## src/rtl/junction_controller.sv

```systemverilog
// Crossroads signal sequencer: two UK-style heads, all-red interlocks and a latched pedestrian walk phase.
// Optional night amber flash is compiled in when NIGHT_FLASH_EN is defined.
module junction_controller #(
    parameter int T_GREEN    = 20,
    parameter int T_AMBER    = 3,
    parameter int T_REDAMBER = 2,
    parameter int T_ALLRED   = 2,
    parameter int T_WALK     = 10,
    parameter int T_FLASH    = 4,
    parameter int CNT_W      = 8
) (
    input  logic clk,
    input  logic rst_n,
    input  logic ped_req,
    input  logic night,
    output logic ns_r,
    output logic ns_a,
    output logic ns_g,
    output logic ew_r,
    output logic ew_a,
    output logic ew_g,
    output logic ped_walk,
    output logic ped_wait
);

    typedef enum logic [3:0] {
        AR_NS,
        NS_RA,
        NS_G,
        NS_A,
        AR_EW,
        EW_RA,
        EW_G,
        EW_A,
        WALK
`ifdef NIGHT_FLASH_EN
        , FLASH
`endif
    } state_t;

    typedef struct packed {
        logic ns_r;
        logic ns_a;
        logic ns_g;
        logic ew_r;
        logic ew_a;
        logic ew_g;
        logic walk;
    } lamps_t;

    localparam lamps_t ALL_RED = '{ns_r: 1'b1, ew_r: 1'b1, default: 1'b0};

    // Dwell limits stored as "last count" so the compare is a plain equality.
    localparam logic [CNT_W-1:0] LAST_GREEN    = CNT_W'(T_GREEN - 1);
    localparam logic [CNT_W-1:0] LAST_AMBER    = CNT_W'(T_AMBER - 1);
    localparam logic [CNT_W-1:0] LAST_REDAMBER = CNT_W'(T_REDAMBER - 1);
    localparam logic [CNT_W-1:0] LAST_ALLRED   = CNT_W'(T_ALLRED - 1);
    localparam logic [CNT_W-1:0] LAST_WALK     = CNT_W'(T_WALK - 1);
`ifdef NIGHT_FLASH_EN
    localparam logic [CNT_W-1:0] LAST_FLASH    = CNT_W'(T_FLASH - 1);
`endif

    state_t             state, state_next;
    logic [CNT_W-1:0]   cnt, cnt_next, cnt_last;
    logic               done;
    logic               ped_wait_next;
    logic               next_ew, next_ew_next;
    lamps_t             lamps, lamps_next;
    logic               phase_next;

`ifdef NIGHT_FLASH_EN
    logic               phase;
`else
    logic               unused_cfg;
    assign unused_cfg = night & (T_FLASH != 0);
    assign phase_next = 1'b0;
`endif

    // State register: every flop, including the lamp drivers, returns to the all-red rest state.
    always_ff @(posedge clk) begin
        // NOTE: sequential state uses non-blocking assignments so every flop samples pre-edge values.
        if (!rst_n) begin
            // NOTE: reset is synchronous; every register here is control state, so all are reset.
            state    <= AR_NS;
            cnt      <= '0;
            ped_wait <= 1'b0;
            next_ew  <= 1'b0;
            lamps    <= ALL_RED;
`ifdef NIGHT_FLASH_EN
            phase    <= 1'b1;
`endif
        end else begin
            state    <= state_next;
            cnt      <= cnt_next;
            ped_wait <= ped_wait_next;
            next_ew  <= next_ew_next;
            lamps    <= lamps_next;
`ifdef NIGHT_FLASH_EN
            phase    <= phase_next;
`endif
        end
    end

    always_comb begin
        // NOTE: every comb output gets a default first so no path can infer a latch.
        cnt_last = LAST_ALLRED;
        case (state)
            NS_RA, EW_RA: cnt_last = LAST_REDAMBER;
            NS_G,  EW_G:  cnt_last = LAST_GREEN;
            NS_A,  EW_A:  cnt_last = LAST_AMBER;
            WALK:         cnt_last = LAST_WALK;
`ifdef NIGHT_FLASH_EN
            FLASH:        cnt_last = LAST_FLASH;
`endif
            default:      cnt_last = LAST_ALLRED;
        endcase
    end

    assign done = (cnt == cnt_last);

    // Next-state logic: transitions only on the final count of a dwell.
    always_comb begin
        state_next = state;
        if (done) begin
            case (state)
                AR_NS, AR_EW: begin
                    if (ped_wait)
                        state_next = WALK;
`ifdef NIGHT_FLASH_EN
                    else if (night)
                        state_next = FLASH;
`endif
                    else if (state == AR_NS)
                        state_next = NS_RA;
                    else
                        state_next = EW_RA;
                end
                NS_RA:   state_next = NS_G;
                NS_G:    state_next = NS_A;
                NS_A:    state_next = AR_EW;
                EW_RA:   state_next = EW_G;
                EW_G:    state_next = EW_A;
                EW_A:    state_next = AR_NS;
                WALK:    state_next = next_ew ? EW_RA : NS_RA;
`ifdef NIGHT_FLASH_EN
                FLASH:   if (!phase && !night) state_next = AR_NS;
`endif
                default: state_next = AR_NS;
            endcase
        end
    end

    // Counter and side registers; the flash half-period reuses the dwell counter.
    always_comb begin
        cnt_next      = done ? '0 : cnt + 1'b1;
        ped_wait_next = ped_wait;
        next_ew_next  = next_ew;

        if (state != WALK && ped_req)
            ped_wait_next = 1'b1;
        if (state != WALK && state_next == WALK)
            ped_wait_next = 1'b0;

        // Remember which head the all-red was leading into, so WALK can resume it.
        if (done && (state == AR_NS || state == AR_EW))
            next_ew_next = (state == AR_EW);
    end

`ifdef NIGHT_FLASH_EN
    always_comb begin
        phase_next = phase;
        if (state == FLASH && done)
            phase_next = ~phase;
        if (state != FLASH && state_next == FLASH)
            phase_next = 1'b1;
    end
`endif

    // Output decode from the next state so registered lamps line up with the state they show.
    always_comb begin
        lamps_next = ALL_RED;
        case (state_next)
            NS_RA: lamps_next.ns_a = 1'b1;
            NS_G: begin
                lamps_next.ns_r = 1'b0;
                lamps_next.ns_g = 1'b1;
            end
            NS_A: begin
                lamps_next.ns_r = 1'b0;
                lamps_next.ns_a = 1'b1;
            end
            EW_RA: lamps_next.ew_a = 1'b1;
            EW_G: begin
                lamps_next.ew_r = 1'b0;
                lamps_next.ew_g = 1'b1;
            end
            EW_A: begin
                lamps_next.ew_r = 1'b0;
                lamps_next.ew_a = 1'b1;
            end
            WALK: lamps_next.walk = 1'b1;
`ifdef NIGHT_FLASH_EN
            FLASH: begin
                lamps_next.ns_r = 1'b0;
                lamps_next.ew_r = 1'b0;
                lamps_next.ns_a = phase_next;
                lamps_next.ew_a = phase_next;
            end
`endif
            default: lamps_next = ALL_RED;
        endcase
    end

    assign ns_r     = lamps.ns_r;
    assign ns_a     = lamps.ns_a;
    assign ns_g     = lamps.ns_g;
    assign ew_r     = lamps.ew_r;
    assign ew_a     = lamps.ew_a;
    assign ew_g     = lamps.ew_g;
    assign ped_walk = lamps.walk;

endmodule

```

## config.mk

```make
export PLATFORM = sky130hd
export DESIGN_NAME = junction_controller
export DESIGN_NICKNAME = d
export VERILOG_FILES = /design/src/rtl/junction_controller.sv
export SDC_FILE = /design/constraint.sdc
export NUM_CORES = 1
export LEC_CHECK = 0
export ABC_AREA = 1
export ABC_CLOCK_PERIOD_IN_PS = 3890
export CAP_MARGIN = 15
export CORE_MARGIN = 1.5
export CORE_UTILIZATION = 55
export CTS_CLUSTER_SIZE = 14
export DETAILED_ROUTE_END_ITERATION = 10
export GPL_ROUTABILITY_DRIVEN = 0
export PLACE_DENSITY = 0.78
export SLEW_MARGIN = 20
export SYNTH_ARGS = -nofsm -noshare
export SYNTH_HDL_FRONTEND = slang
export SYNTH_SLANG_ARGS = --single-unit
export TNS_END_PERCENT = 1
```

## constraint.sdc

```tcl
create_clock -name clk -period 3.89 [get_ports clk]
set_clock_uncertainty 0.1 [all_clocks]
set_input_delay 0.389 -clock clk [delete_from_list [all_inputs] [get_ports clk]]
set_output_delay 0.389 -clock clk [all_outputs]
set_load 0.005 [all_outputs]
```

# Word level (Yosys, flattened, before mapping)
# Cells that the tools add are included.
[word_totals]
reg_bits = 21
input_bits = 4
wordCells = 57
[classes]
addsub = 1
eq_ne = 17
n_mux = 13
bitwise_logic = 1
n_reduce_logical = 14
[op_table]
columns = ["cell", "n"]
rows = [
  ["4-bit by 3-bit == test with 1-bit output, second input constant", 7],
  ["4-bit case mux with 7 select lines", 1],
  ["2-bit OR reduction", 9],
  ["4-bit by 2-bit == test with 1-bit output, second input constant", 4],
  ["5-bit case mux with 3 select lines", 1],
  ["8-bit by 1-bit adder with 8-bit output, second input constant", 1],
  ["4-bit by 1-bit == test with 1-bit output, second input constant", 2],
  ["4-bit == test, second input constant", 2],
  ["8-bit == test", 1],
  ["4-bit 2-to-1 mux", 2],
  ["1-bit 2-to-1 mux", 7],
  ["3-bit 2-to-1 mux", 2],
  ["4-bit logical NOT", 1],
  ["4-bit inequality test, second input constant", 1],
  ["1-bit logical AND", 3],
  ["1-bit logical OR", 1],
  ["1-bit inverter", 1],
]

# Longest topological paths before layout
[depth]
depth_word = 8
mapped_depth = 12
ltp_nobuf = 12

# Worst setup path after synthesis
# Ideal clock, no wire load.
[synth_path]
kind = "flip-flop to flip-flop"
from = "register state[1]"
to = "register lamps, in the netlist ew_g"
setup_time_ps = 64
arrival_time_ps = 1336
setup_slack_ps = 2390
path_stages_with_launch = 13
synth_period_minus_slack_ps = 1500
path_cell_list = "dfxtp_1 > buf_4 > nor2_4 > nand2_2 > nand2_2 > nand2_2 > nor2_4 > nand2_4 > nand2_2 > nand2_2 > nor2_1 > nand2_1 > nor2_1"
[synth_via]
elab_chain_cells = 7
word_cells_on_any_way = 20
[synth_rtl]
columns = ["element", "line_no", "rtl"]
rows = [
  ["start, declared", "63", "state_t state, state_next;"],
  ["start signal, assigned", "93", "state <= state_next;"],
  ["4-bit by 2-bit == test with 1-bit output (tied with other cells)", "107, 125", ""],
  ["2-bit OR reduction / 3-bit 2-to-1 mux (equally long branches)", "107, 133", ""],
  ["5-bit case mux with 3 select lines / 4-bit 2-to-1 mux (equally long branches)", "107, 127", ""],
  ["8-bit == test / 4-bit case mux with 7 select lines (equally long branches)", "119, 125", ""],
  ["4-bit 2-to-1 mux (*)", "124", "if (done) begin"],
  ["4-bit by 3-bit == test with 1-bit output (*)", "182", "case (state_next)"],
  ["1-bit 2-to-1 mux (*)", "182", ""],
  ["end signal, assigned", "97", "lamps <= lamps_next;"],
  ["end, declared", "68", "lamps_t lamps, lamps_next;"],
]
# Mark *: on every way between the ends. The rest lies on a longest branch, timed or not.
# A chain may end at the register's enable or synchronous reset.

# Worst setup path in the final report
[layout_path]
from = "register state[1]"
to = "register cnt[4]"
[layout_via]
elab_chain_cells = 5
word_cells_on_any_way = 10
[layout_rtl]
columns = ["element", "line_no", "rtl"]
rows = [
  ["4-bit by 2-bit == test with 1-bit output / 4-bit by 3-bit == test with 1-bit output (equally long branches)", "107", "case (state)"],
  ["2-bit OR reduction", "107", ""],
  ["5-bit case mux with 3 select lines (*)", "107", ""],
  ["8-bit == test (*)", "119", "assign done = (cnt == cnt_last);"],
  ["2-bit OR reduction (no line) (*)", "n/a", ""],
  ["end signal, assigned", "94", "cnt <= cnt_next;"],
  ["end, declared", "64", "logic [CNT_W-1:0] cnt, cnt_next, cnt_last;"],
]
# Marks and branches as above.

==> results.md <==
- The flow ran to the end, and the final reports show no timing, DRC or antenna violations.
- The filler cell count is around 160.
- The number of antenna-violating nets in the routed design is 0.
- The minimum period implied by the final worst setup slack is approximately 1900 ps.
- In the final layout, the share of cells above drive strength 1 is 0.1429.
- The initial detailed-routing violation count is 19.
- The number of setup buffers added after CTS is 0.
- TritonCTS built the clock tree.
- The worst pin sits at a relative slew slack of 0.7492.
- The post-synthesis average cell area is around 6.9 um^2.
- Of the total power, the share spent switching nets is 0.4639.
- STA classifies the critical path endpoint as a register.
- The highest cell delay on the worst timing path is 560 ps.
- The actual slew at the worst max-slew pin is 375.7 ps.
- The final layout contains 174 nets.
- Adding up every negative setup slack in the final design gives 0 ps.
- The critical path is of the reg2reg type.
- The number of synthesis warnings is 0.
- The sequential fraction of design power is 0.359.
- The number of diodes is 0.
- The cell at the root of the clock tree is sky130_fd_sc_hd__clkbuf_4.
- The area of the die is about 0.0022 mm^2.
- The proportion of power drawn by the clock network is 0.115.
- The max-capacitance violation count is 0.
- In the final layout, the multi-input gates occupy 565.5 um^2.
- The total routing resource utilization after global routing is 0.2295.
- The final hold violation count is 0.
- In this run, CTS created clock tree buffers numbering 3.
- The HPWL after detailed placement is 1723 um.
- STA classifies the critical path startpoint as a register.
- The ratio of routed vias to standard cells is between 5 and 6.
- Summed over all nets, the switching power comes to 430.0 uW.
- After synthesis the netlist holds a flip-flop and latch count of 21.
- The required arrival time at the worst endpoint is 4010 ps.
- The logic gate share of total power is 0.526.
- The critical path goes through nand2_1 -> nor2_1 -> nand2_1 -> nand2_2 -> nor2_4 -> nand2_4 -> nand2_1 -> nor3b_1.
- The cell area after technology mapping is 0.001072 mm^2.
- The share of the Yosys chip area taken by registers is 0.3921.
- The clock net in this run drives a total of 21 sinks.
- In this run, post-CTS hold repair placed 0 buffers.
- The via count of the first global-routing pass is 801.
- The cell count after synthesis is between 150 and 200.
- CTS built an H-tree with a depth of 1.
- The initial core utilization is 0.6014.
- Input and output buffers added on the ports amount to 10.
- The final max-slew violation count is 0.
- The number of optimization iterations in the first detailed-route pass is 5.
- For this run the aggregate overflow at the end of global routing stands at 0.
- The first global-routing pass estimated approximately 3500 um of wire.
- In this run the worst hold path is classified as reg2reg.
- The average detailed-routed wire length per instance is 11.61 um.
- STA puts the critical path data arrival time at 1980 ps.
- In this run the power density over the cells is 757.6 mW/mm^2.
- The most common cell type on the critical path is sky130_fd_sc_hd__nand2_1.
- The net count after synthesis is 160.
- The die is 47.16 um wide.
- The final period utilization is 0.4778.
- The largest buffer count on any clock path is 2.
- In this run, post-CTS repair resized a total of 0 instances.
- Clock-pin slew was measured on the worst setup and hold paths at 110 ps.
- The pin count of the biggest net entering global routing is 13.
- The area of the core is between 0.0015 and 0.002 mm^2.
- The maximum frequency from static timing analysis is 538.0 MHz.
- Setup repair after global routing left no endpoint under its margin.
- The number of placed instances, taps included is ~190.
- The largest voltage drop on the vdd net is 0.3846 mV.
- The area added between synthesis and finish is 14.12%.
- Summed over all cells, the static leakage comes to 0.5835 nW.
- Internal power comes to just under 500 uW.
- The finished layout holds 193 standard cells, fillers aside.
- The insertion delay to the later sink of the worst-skew pair is 310 ps.
- After synthesis, the netlist uses 20 different library cells.
- The floorplan has 15 rows.
- In this run the worst path has a maximum fanout of 9.
- Setup violations remaining at the end of the flow were counted as 0.
- The residual DRC count is 0.
- The die outline height is 47.16 um.
- The initial antenna violation count is 0.
- The register area is around 420 um^2.
- Summing over every cut layer, the via total after detailed routing is 976.
- The final layout contains routed wiring with a total length of 2241 um.
- The slowest stage of the critical path is the sky130_fd_sc_hd__dfxtp_1 cell.
- The I/O pin count is 12.
-- state kept, by name, summed over array words and instances (netlist names) --
signal	cells
ew_a	1
ped_wait	1
ew_r	1
next_ew	1
ns_a	1
state	4
ew_g	1
cnt	8
ped_walk	1
ns_r	1
ns_g	1
-- cell type report --
type                       count  area share
multi-input combinational    112      0.4622
sequential                    21      0.3436
timing repair buffer          10     0.08180
inverter                      21     0.06442
tap                           25     0.02556
clock buffer                   3     0.01840
clock inverter                 1    0.004090
-- stage by stage --
stage | hold slack (ps) | util | setup slack, ps | power (mW) | area [um^2]
3_3_place_gp | 375.0 | 0.6709 | 2147 | 0.8052 | 1196
2_1_floorplan | 352.2 | - | 2390 | 0.6942 | 1072
4_1_cts | 419.1 | 0.6863 | 2011 | 0.9255 | 1224
5_1_grt | 443.6 | 0.6863 | 1878 | 1.007 | 1224
3_5_place_dp | 391.7 | 0.6709 | 2049 | 0.8203 | 1196
6_report | 414.8 | 0.6863 | 2031 | 0.9271 | 1224
-- cell usage after synthesis --
| cell type | count | share of area |
|---|---|---|
| sky130_fd_sc_hd__a211oi_1 | 1 | 0.0070 |
| sky130_fd_sc_hd__nand2_2 | 11 | 0.064 |
| sky130_fd_sc_hd__o21ai_0 | 1 | 0.0047 |
| sky130_fd_sc_hd__dfxtp_1 | 21 | 0.39 |
| sky130_fd_sc_hd__a21oi_1 | 3 | 0.014 |
| sky130_fd_sc_hd__nand4_1 | 1 | 0.0058 |
| sky130_fd_sc_hd__nor2_1 | 21 | 0.074 |
| sky130_fd_sc_hd__nand2_4 | 1 | 0.011 |
| sky130_fd_sc_hd__xor2_1 | 2 | 0.016 |
| sky130_fd_sc_hd__nor2_4 | 5 | 0.053 |
| sky130_fd_sc_hd__ha_1 | 1 | 0.012 |
| sky130_fd_sc_hd__nand2_1 | 38 | 0.13 |
| sky130_fd_sc_hd__inv_1 | 19 | 0.067 |
| sky130_fd_sc_hd__nor3_1 | 4 | 0.019 |
| sky130_fd_sc_hd__buf_4 | 1 | 0.0070 |
| sky130_fd_sc_hd__inv_2 | 2 | 0.0070 |
| sky130_fd_sc_hd__o211ai_1 | 1 | 0.0070 |
| sky130_fd_sc_hd__nand3_1 | 19 | 0.089 |
| sky130_fd_sc_hd__or2_2 | 1 | 0.0058 |
| sky130_fd_sc_hd__nor3b_1 | 2 | 0.014 |
-- critical path: cells and delay by family, from the launching register on --
family           cells  cell delay [ps]
AND/OR/NAND/NOR      8             1110
flip-flops           1              560
-- kinds of logic after synthesis --
family          count (synthesis)  synth area share
simple gates                  103            0.4668
fa+ha+maj                       1           0.01167
xor+xnor                        2           0.01634
flops                          21            0.3921
buf+inv                        22           0.08052
compound gates                  6           0.03267
-- power groups by stage --
| stage | clock network, mW | registers [mW] | logic (mW) |
|---|---|---|---|
| floorplan | 0 | 0.315 | 0.379 |
| global placement | 0 | 0.332 | 0.473 |
| detailed placement | 0 | 0.337 | 0.483 |
| CTS | 0.107 | 0.332 | 0.487 |
| global route | 0.117 | 0.340 | 0.550 |
| finish | 0.106 | 0.333 | 0.488 |
-- routing by layer --
metal / part of all wire / vias to the layer above / wire (um) / global-route usage
li1: - / 511 / - / -
met1: 0.44 / 434 / 987 / 0.2908
met2: 0.49 / 26 / 1087 / 0.3781
met3: 0.060 / 5 / 134 / 0.05769
met4: 0.014 / 0 / 32 / 0.08333
met5: 0 / - / 0 / 0
-- worst paths after layout --
kind,start,to,slack [ps],depth (start not counted)
worst min-delay path,cnt[0],cnt[0],410,1
worst max register to register,state[1],cnt[4],2030,8
worst max-delay path,state[1],cnt[4],2030,8
worst min register to register,cnt[0],cnt[0],410,1
-- cells in the final DEF (no fill, tap or decap), drive strengths merged --
master         instances
dfxtp                 21
clkinv                 1
or2                    1
xor2                   2
nand2                 50
nor3b                  2
ha                     1
nor2                  26
nand4                  1
o21ai                  1
nand3                 19
inv                   21
a211oi                 1
nor3                   4
clkbuf                 3
a21oi                  3
clkdlybuf4s50         10
o211ai                 1
No activity file was read; power rests on OpenSTA's default activity.
